===== src/rtl/fb_swap_pkg.sv =====
// Shared types and helpers for the framebuffer double-buffer sequencer.
package fb_swap_pkg;

  typedef enum logic [1:0] {
    RENDERING,
    WAIT_VBLANK,
    SWAP
  } swap_state_t;

  localparam logic [7:0] OVERRUN_MAX = 8'hFF;

  function automatic int unsigned fb_addr_width(input int unsigned hor, input int unsigned ver);
    return $clog2(hor * ver);
  endfunction

endpackage


===== src/rtl/vblank_divider.sv =====
// Frame-rate divider: flags every FRAME_DIV-th vsync_start as a swap point.
module vblank_divider #(
  parameter int unsigned FRAME_DIV = 1
) (
  input  logic clk,
  input  logic rst,
  input  logic vsync_start,
  output logic vblank_hit
);

  localparam int unsigned CW = (FRAME_DIV > 1) ? $clog2(FRAME_DIV) : 1;
  localparam logic [CW-1:0] LAST = CW'(FRAME_DIV - 1);

  logic [CW-1:0] div_q, div_d;

  always_comb begin
    div_d = div_q;
    if (vsync_start) div_d = (div_q == LAST) ? '0 : div_q + CW'(1);
  end

  always_ff @(posedge clk or negedge rst) begin
    if (!rst) div_q <= '0;
    else      div_q <= div_d;
  end

  assign vblank_hit = vsync_start && (div_q == '0);

endmodule


===== src/rtl/fb_swap_controller.sv =====
// Double-buffer sequencer: routes renderer writes to the back buffer, scan-out
// reads to the front buffer, and swaps only at divided vertical-blank points.
module fb_swap_controller
  import fb_swap_pkg::*;
#(
  parameter int unsigned HOR_ACTIVE_PIXELS = 640,
  parameter int unsigned VER_ACTIVE_PIXELS = 480,
  parameter int unsigned FRAME_DIV         = 1,
  parameter int unsigned RD_LATENCY        = 1,
  localparam int unsigned ADDR_WIDTH = fb_addr_width(HOR_ACTIVE_PIXELS, VER_ACTIVE_PIXELS)
) (
  input  logic                  clk,
  input  logic                  rst,
  input  logic                  vsync_start,
  input  logic                  render_done,
  output logic                  swap,
  input  logic                  render_wr_en,
  input  logic [ADDR_WIDTH-1:0] render_wr_addr,
  input  logic                  render_wr_data,
  output logic                  fb0_wr_en,
  output logic                  fb1_wr_en,
  output logic [ADDR_WIDTH-1:0] fb0_wr_addr,
  output logic [ADDR_WIDTH-1:0] fb1_wr_addr,
  output logic                  fb0_wr_data,
  output logic                  fb1_wr_data,
  input  logic [ADDR_WIDTH-1:0] disp_rd_addr,
  output logic [ADDR_WIDTH-1:0] fb0_rd_addr,
  output logic [ADDR_WIDTH-1:0] fb1_rd_addr,
  input  logic                  fb0_rd_data,
  input  logic                  fb1_rd_data,
  output logic                  disp_rd_data,
  output logic                  front,
  output logic [7:0]            overrun_count
);

  swap_state_t state_q, state_d;
  logic        front_q, front_d;
  logic        swap_q, swap_d;
  logic [7:0]  overrun_q, overrun_d;
  logic        vblank_hit;

  logic                  fb0_wr_en_q, fb0_wr_en_d, fb1_wr_en_q, fb1_wr_en_d;
  logic [ADDR_WIDTH-1:0] fb0_wr_addr_q, fb0_wr_addr_d, fb1_wr_addr_q, fb1_wr_addr_d;
  logic                  fb0_wr_data_q, fb0_wr_data_d, fb1_wr_data_q, fb1_wr_data_d;
  logic [RD_LATENCY-1:0] front_dly_q, front_dly_d;

  vblank_divider #(.FRAME_DIV(FRAME_DIV)) u_vblank_divider (
    .clk        (clk),
    .rst        (rst),
    .vsync_start(vsync_start),
    .vblank_hit (vblank_hit)
  );

  always_comb begin
    state_d   = state_q;
    front_d   = front_q;
    swap_d    = swap_q;
    overrun_d = overrun_q;
    case (state_q)
      RENDERING: begin
        if (render_done && vblank_hit) begin
          state_d = SWAP;
          front_d = ~front_q;
          swap_d  = 1'b1;
        end else if (render_done) begin
          state_d = WAIT_VBLANK;
        end else if (vblank_hit && overrun_q != OVERRUN_MAX) begin
          overrun_d = overrun_q + 8'd1;
        end
      end
      WAIT_VBLANK: begin
        if (vblank_hit) begin
          state_d = SWAP;
          front_d = ~front_q;
          swap_d  = 1'b1;
        end
      end
      SWAP: begin
        // Renderer acknowledges by leaving DONE; only then release the request.
        if (!render_done) begin
          state_d = RENDERING;
          swap_d  = 1'b0;
        end
      end
      default: state_d = RENDERING;
    endcase
  end

  always_comb begin
    fb0_wr_en_d   = render_wr_en & front_q;
    fb1_wr_en_d   = render_wr_en & ~front_q;
    fb0_wr_addr_d = fb0_wr_en_d ? render_wr_addr : fb0_wr_addr_q;
    fb1_wr_addr_d = fb1_wr_en_d ? render_wr_addr : fb1_wr_addr_q;
    fb0_wr_data_d = fb0_wr_en_d ? render_wr_data : fb0_wr_data_q;
    fb1_wr_data_d = fb1_wr_en_d ? render_wr_data : fb1_wr_data_q;
  end

  // Front index is delayed to match RAM latency so in-flight reads stay consistent.
  always_comb begin
    front_dly_d    = front_dly_q;
    front_dly_d[0] = front_q;
    for (int unsigned i = 1; i < RD_LATENCY; i++) front_dly_d[i] = front_dly_q[i-1];
  end

  always_ff @(posedge clk or negedge rst) begin
    if (!rst) begin
      state_q       <= RENDERING;
      front_q       <= 1'b0;
      swap_q        <= 1'b0;
      overrun_q     <= '0;
      fb0_wr_en_q   <= 1'b0;
      fb1_wr_en_q   <= 1'b0;
      fb0_wr_addr_q <= '0;
      fb1_wr_addr_q <= '0;
      fb0_wr_data_q <= 1'b0;
      fb1_wr_data_q <= 1'b0;
      front_dly_q   <= '0;
    end else begin
      state_q       <= state_d;
      front_q       <= front_d;
      swap_q        <= swap_d;
      overrun_q     <= overrun_d;
      fb0_wr_en_q   <= fb0_wr_en_d;
      fb1_wr_en_q   <= fb1_wr_en_d;
      fb0_wr_addr_q <= fb0_wr_addr_d;
      fb1_wr_addr_q <= fb1_wr_addr_d;
      fb0_wr_data_q <= fb0_wr_data_d;
      fb1_wr_data_q <= fb1_wr_data_d;
      front_dly_q   <= front_dly_d;
    end
  end

  assign swap          = swap_q;
  assign front         = front_q;
  assign overrun_count = overrun_q;
  assign fb0_wr_en     = fb0_wr_en_q;
  assign fb1_wr_en     = fb1_wr_en_q;
  assign fb0_wr_addr   = fb0_wr_addr_q;
  assign fb1_wr_addr   = fb1_wr_addr_q;
  assign fb0_wr_data   = fb0_wr_data_q;
  assign fb1_wr_data   = fb1_wr_data_q;
  assign fb0_rd_addr   = disp_rd_addr;
  assign fb1_rd_addr   = disp_rd_addr;
  assign disp_rd_data  = front_dly_q[RD_LATENCY-1] ? fb1_rd_data : fb0_rd_data;

endmodule


===== config.mk =====
export PLATFORM = sky130hd
export DESIGN_NAME = fb_swap_controller
export DESIGN_NICKNAME = d
export VERILOG_FILES = /design/src/rtl/fb_swap_pkg.sv /design/src/rtl/vblank_divider.sv /design/src/rtl/fb_swap_controller.sv
export SDC_FILE = /design/constraint.sdc
export NUM_CORES = 1
export LEC_CHECK = 0
export CAP_MARGIN = 20
export CORE_MARGIN = 5
export CORE_UTILIZATION = 41
export DETAILED_ROUTE_END_ITERATION = 10
export PLACE_DENSITY = 0.85
export REMOVE_ABC_BUFFERS = 1
export SLEW_MARGIN = 20
export SYNTH_ARGS = -nofsm -noshare
export SYNTH_HDL_FRONTEND = slang
export SYNTH_SLANG_ARGS = --single-unit

===== constraint.sdc =====
create_clock -name clk -period 2.5 [get_ports clk]
set_input_delay 0.75 -clock clk [delete_from_list [all_inputs] [get_ports clk]]
set_output_delay 0.75 -clock clk [all_outputs]
set_load 0.005 [all_outputs]

Word level (Yosys, flattened, before mapping) --
Index checks and enable logic that the tools add are counted.
Cells by class: equality and inequality tests 7, mux-type cells 14, add/subtract/negate cells 2, bitwise logic cells 6, reductions and logical operators 10
Operators by type and width (count):
- adder 8 x 1 -> 8 bit, second input constant | 1
- two-way mux 2 bit | 4
- != test 8 bit, second input constant | 1
- AND reduction 4 bit | 2
- two-way mux 1 bit | 7
- != test 2 bit, second input constant | 3
- case mux 2 bit (3 select lines) | 1
- AND reduction 3 bit | 2
- inverter 1 bit | 4
- logical AND 1 bit | 3
- != test 3 bit, second input constant | 1
- case mux 1 bit (3 select lines) | 1
- nonzero test 3 bit | 1
- bitwise AND 1 bit | 2
- == test 2 x 1 -> 1 bit, second input constant | 1
- == test 2 bit, second input constant | 1
- logical NOT 2 bit | 1
- case mux 1 bit (2 select lines) | 1
- nonzero test 2 bit | 1
- adder 1 bit, second input constant | 1
Word-level totals: output and inout port bits 91, input port bits 46, bits in registers 56

Logic depth before layout (Yosys ltp) --
depth in word-level cells 5, gate-level depth with buffers 5, depth with buffers taken out 5

Hierarchy --
A second synthesis with hierarchy kept.
Second synthesis, totals: cells, all modules 180, area total of the unflattened synthesis 2434.8 um2
Modules (own cells, without submodules):
- fb_swap_controller | times used 1, cells an instance 179, area an instance 2427.3 um2, seq. area each 1376.3 um2
- vblank_divider | times used 1, cells an instance 1, area an instance 7.5 um2, seq. area each 0.0 um2

Worst setup path after synthesis --
Ideal clock, no wire load.
path type input-to-output, start point in fb1_rd_data, end point out disp_rd_data, stages on the path 1, data required time 1.750 ns, slack 0.745 ns, buffers on the path 0, arrival 1.005 ns, path through mux2_2
On the way: word-level cells in the longest chain between the ends 1
RTL lines:
- start, declared | line fb_swap_controller.sv:30 | input logic fb1_rd_data,
- two-way mux 1 bit | line fb_swap_controller.sv:144 | assign disp_rd_data = front_dly_q[RD_LATENCY-1] ? fb1_rd_data : fb0_rd_data;
- end, declared | line fb_swap_controller.sv:31 | output logic disp_rd_data,
Every way passes these cells.

Worst setup path in the final report --
start point in fb0_rd_data, end point out disp_rd_data
On the way: word-level cells in the longest chain between the ends 1
RTL lines:
- start, declared | line fb_swap_controller.sv:29 | input logic fb0_rd_data,
- two-way mux 1 bit | line fb_swap_controller.sv:144
Every way passes these cells.

==> results.md <==
* H-tree depth at 2
* Status: complete, no violations
* Core area at 5820 sq um
* Row count at 28
* R2r setup slk at 1.06 ns
* GRT overflow at 0
* Initial antenna violation count at 0
* Die height at 86.6 um
* Initial Utilization at 41.4%
* I/O Pins at 137
* Fin area at 3130 sq um
* Ys flop type: dfrtp_1
* Routed metal-1 wirelength at 2370 um
* # setup viols final at 0
* Vias per Instance at 4.91
* Startpoint types: primary input
* Routed wire length at 5390 um
* Top Metal Used: met5
* Die area at 7500 sq um
* Max IR drop VDD at 0.588 mV
* Buffers on Ports at 79
* Clk pin slew, worst setup/hold paths at 0.09 ns
* RSZ-0062 raised after global routing: false
* WL met2 at 2290 um
* Pwr/cell area at 1110 nW/um^2
* Max Clk Rate at 416 MHz
* Synth top area cells: dfrtp_1 57%, mux2_2 19%, buf_4 12%
* Critical path type: primary input to output pin
* DR vias at 1469
* CTS Hold Bufs at 0
* Synth Cell Area at 2410 sq um
* Num CTS Buffers at 5
* Tightest Pin Transition at 0.523 ns
* Clock root cell: clkbuf_8
* DP HPWL at 4160 um
* Power consumption at 3.47 mW
* CP arrival at 1.66 ns
* CP required at 1.75 ns
* Area growth, synth to finish at 30.0%
* Distinct cells, synth at 23
* Syn_area_per_cell at 13.7 sq um
* Critical path peak fanout at 1
* Worst Slack Setup Final at 0.0942 ns
* Fin. max-slew vios at 0
* Most frequent cells after synthesis: 55 x dfrtp_1, 41 x mux2_2, 38 x buf_4
* FF-to-FF End: overrun_count[4]$_DFFE_PN0P_
* Iter 0 DRT Violations at 18
* Synthesis-stage register bit count at 55
* Async SR Flop Fraction at 100%
* Nets at 270
* CTS tree: built
* Drc violations at 0
* First-pass iteration count of the detailed router at 4
* Vias in the first global route at 1473
* Worst R2R Path Depth at 5
* Area share of the largest cell type after synthesis at 57.2%
* YS warnings at 0
* Lkg Pwr at 1.32 nW
* First-pass GRT wire length at 8350 um
* Number of synthesized flops with an enable pin at 0
* Max Cap Viol at 0
* Metal3 WL at 650 um
* Reg2reg start: overrun_count[0]$_DFFE_PN0P_
* Hold Slack at 0.415 ns
* Yosys top cell by area: dfrtp_1
* Final core occ at 53.8%
* Count leader, synth: dfrtp_1
* Wire per inst at 18.0 um
* Total GRT Usage at 14.8%
* Clock period minus worst slack at 2.41 ns
* Seq/Total Area, Yosys at 57.2%
* Ratio of cells with drive above 1 in the final layout at 25.4%
* Clock buffer depth at 2
* Chip Width at 86.6 um
* Cell Area, Placed at 3040 sq um
* Post-synthesis cell count at 176
* Fin crit share at 96.2%
* GP Congestion at 0.757
* Worst-skew pair later-pin latency at 0.29 ns
* Post-DRT Antenna Nets at 0
* HP Class: primary input to async pin
* # diodes at 0
* Endpoint class of the critical path: output pin
* Setup bufs post-CTS at 0
* Largest net degree at the start of global routing at 35
* Clock Skew at 0.00299 ns
* Final Hold Vio Count at 0
* Clock Sinks at 55
* Pre-CTS setup slack at -0.0961 ns
* Slew HR at 65.1%
[power by group]
group / total, mW / internal, mW / switching (mW)
Clock: 0.473 / 0.195 / 0.278
Sequential: 1.51 / 1.28 / 0.229
Combinational: 1.48 / 1.05 / 0.431
Total: 3.47 / 2.53 / 0.938
[metal layers]
| metal | track usage [%] | vias to the layer above |
|---|---|---|
| met5 | 4.20 | - |
| met4 | 2.97 | 2 |
| met3 | 9.13 | 10 |
| met2 | 19.7 | 93 |
| met1 | 20.2 | 713 |
| li1 | - | 651 |
[final cells by class]
cell class | instances | area [sq um]
well taps | 75 | 93.8
multi-input cells | 76 | 714
flip-flops and latches | 55 | 1380
clock inverters | 3 | 20.0
inverters | 3 | 11.3
repair buffers | 82 | 845
fillers | 519 | 2690
clock buffers | 5 | 68.8
[timing repair]
item	CTS	global route
setup endpoints to repair	1	0
hold endpoints to repair	0	0
gates resized for setup	1	0
[kinds of logic after synthesis]
logic type,share of synthesized area (%)
flops,57.2
xor+xnor,2.91
mux,19.2
buf+inv,13.1
fa+ha+maj,0.520
simple gates,5.09
compound gates,1.97
[how the worst max path moves through the flow]
stage / from / endpoint / depth (start not counted)
final: fb0_rd_data / disp_rd_data / 3
after floorplan: render_wr_en / fb1_wr_addr[0]$_DFFE_PN0P_ / 2
after CTS: fb0_rd_data / disp_rd_data / 3
after detailed placement: fb0_rd_data / disp_rd_data / 3
after global routing: fb1_rd_data / disp_rd_data / 3
after global placement: fb1_rd_data / disp_rd_data / 3
[per-stage QoR]
step / TNS (ns) / std cells
3_3_place_gp: -0.0928 / 291
2_1_floorplan: 0 / 134
6_report: 0 / 299
3_5_place_dp: -0.0961 / 291
5_1_grt: 0 / 299
4_1_cts: 0 / 299
[worst max-delay path, cell delays in order]
cell and delay, ns:
clkdlybuf4s50_1 0.39, mux2_2 0.25, dlygate4sd2_1 0.26
[flip-flops by register name, summed over array words and instances, names as in the netlist]
name and cells:
fb1_wr_data 1, front_dly_q 1, fb0_wr_en 1, swap 1
fb0_wr_data 1, front 1, overrun_count 8, fb0_wr_addr 19
fb1_wr_en 1, state_q 2, fb1_wr_addr 19
[placed cells by master (no fill, tap or decap)]
master | synthesis | routed
clkinv_2 | 0 | 1
buf_2 | 4 | 1
nor3_1 | 1 | 1
and3_1 | 2 | 2
xor2_1 | 3 | 3
buf_12 | 0 | 3
dfrtp_1 | 55 | 55
nor3_2 | 1 | 1
ha_1 | 1 | 1
a21oi_1 | 2 | 2
nand4_1 | 3 | 3
clkdlybuf4s50_1 | 0 | 77
xnor2_1 | 5 | 5
mux2_2 | 41 | 41
nor4b_4 | 1 | 1
o21ai_2 | 1 | 1
nand3_1 | 1 | 1
inv_1 | 3 | 3
o2bb2ai_1 | 1 | 1
clkinvlp_4 | 0 | 2
clkbuf_8 | 0 | 5
nor3b_1 | 1 | 1
dlygate4sd2_1 | 0 | 1
o21ai_0 | 1 | 1
o21a_4 | 1 | 1
nor2_1 | 2 | 2
nand2b_1 | 1 | 1
nand2_1 | 7 | 7
(Power assumes the default switching activity.)
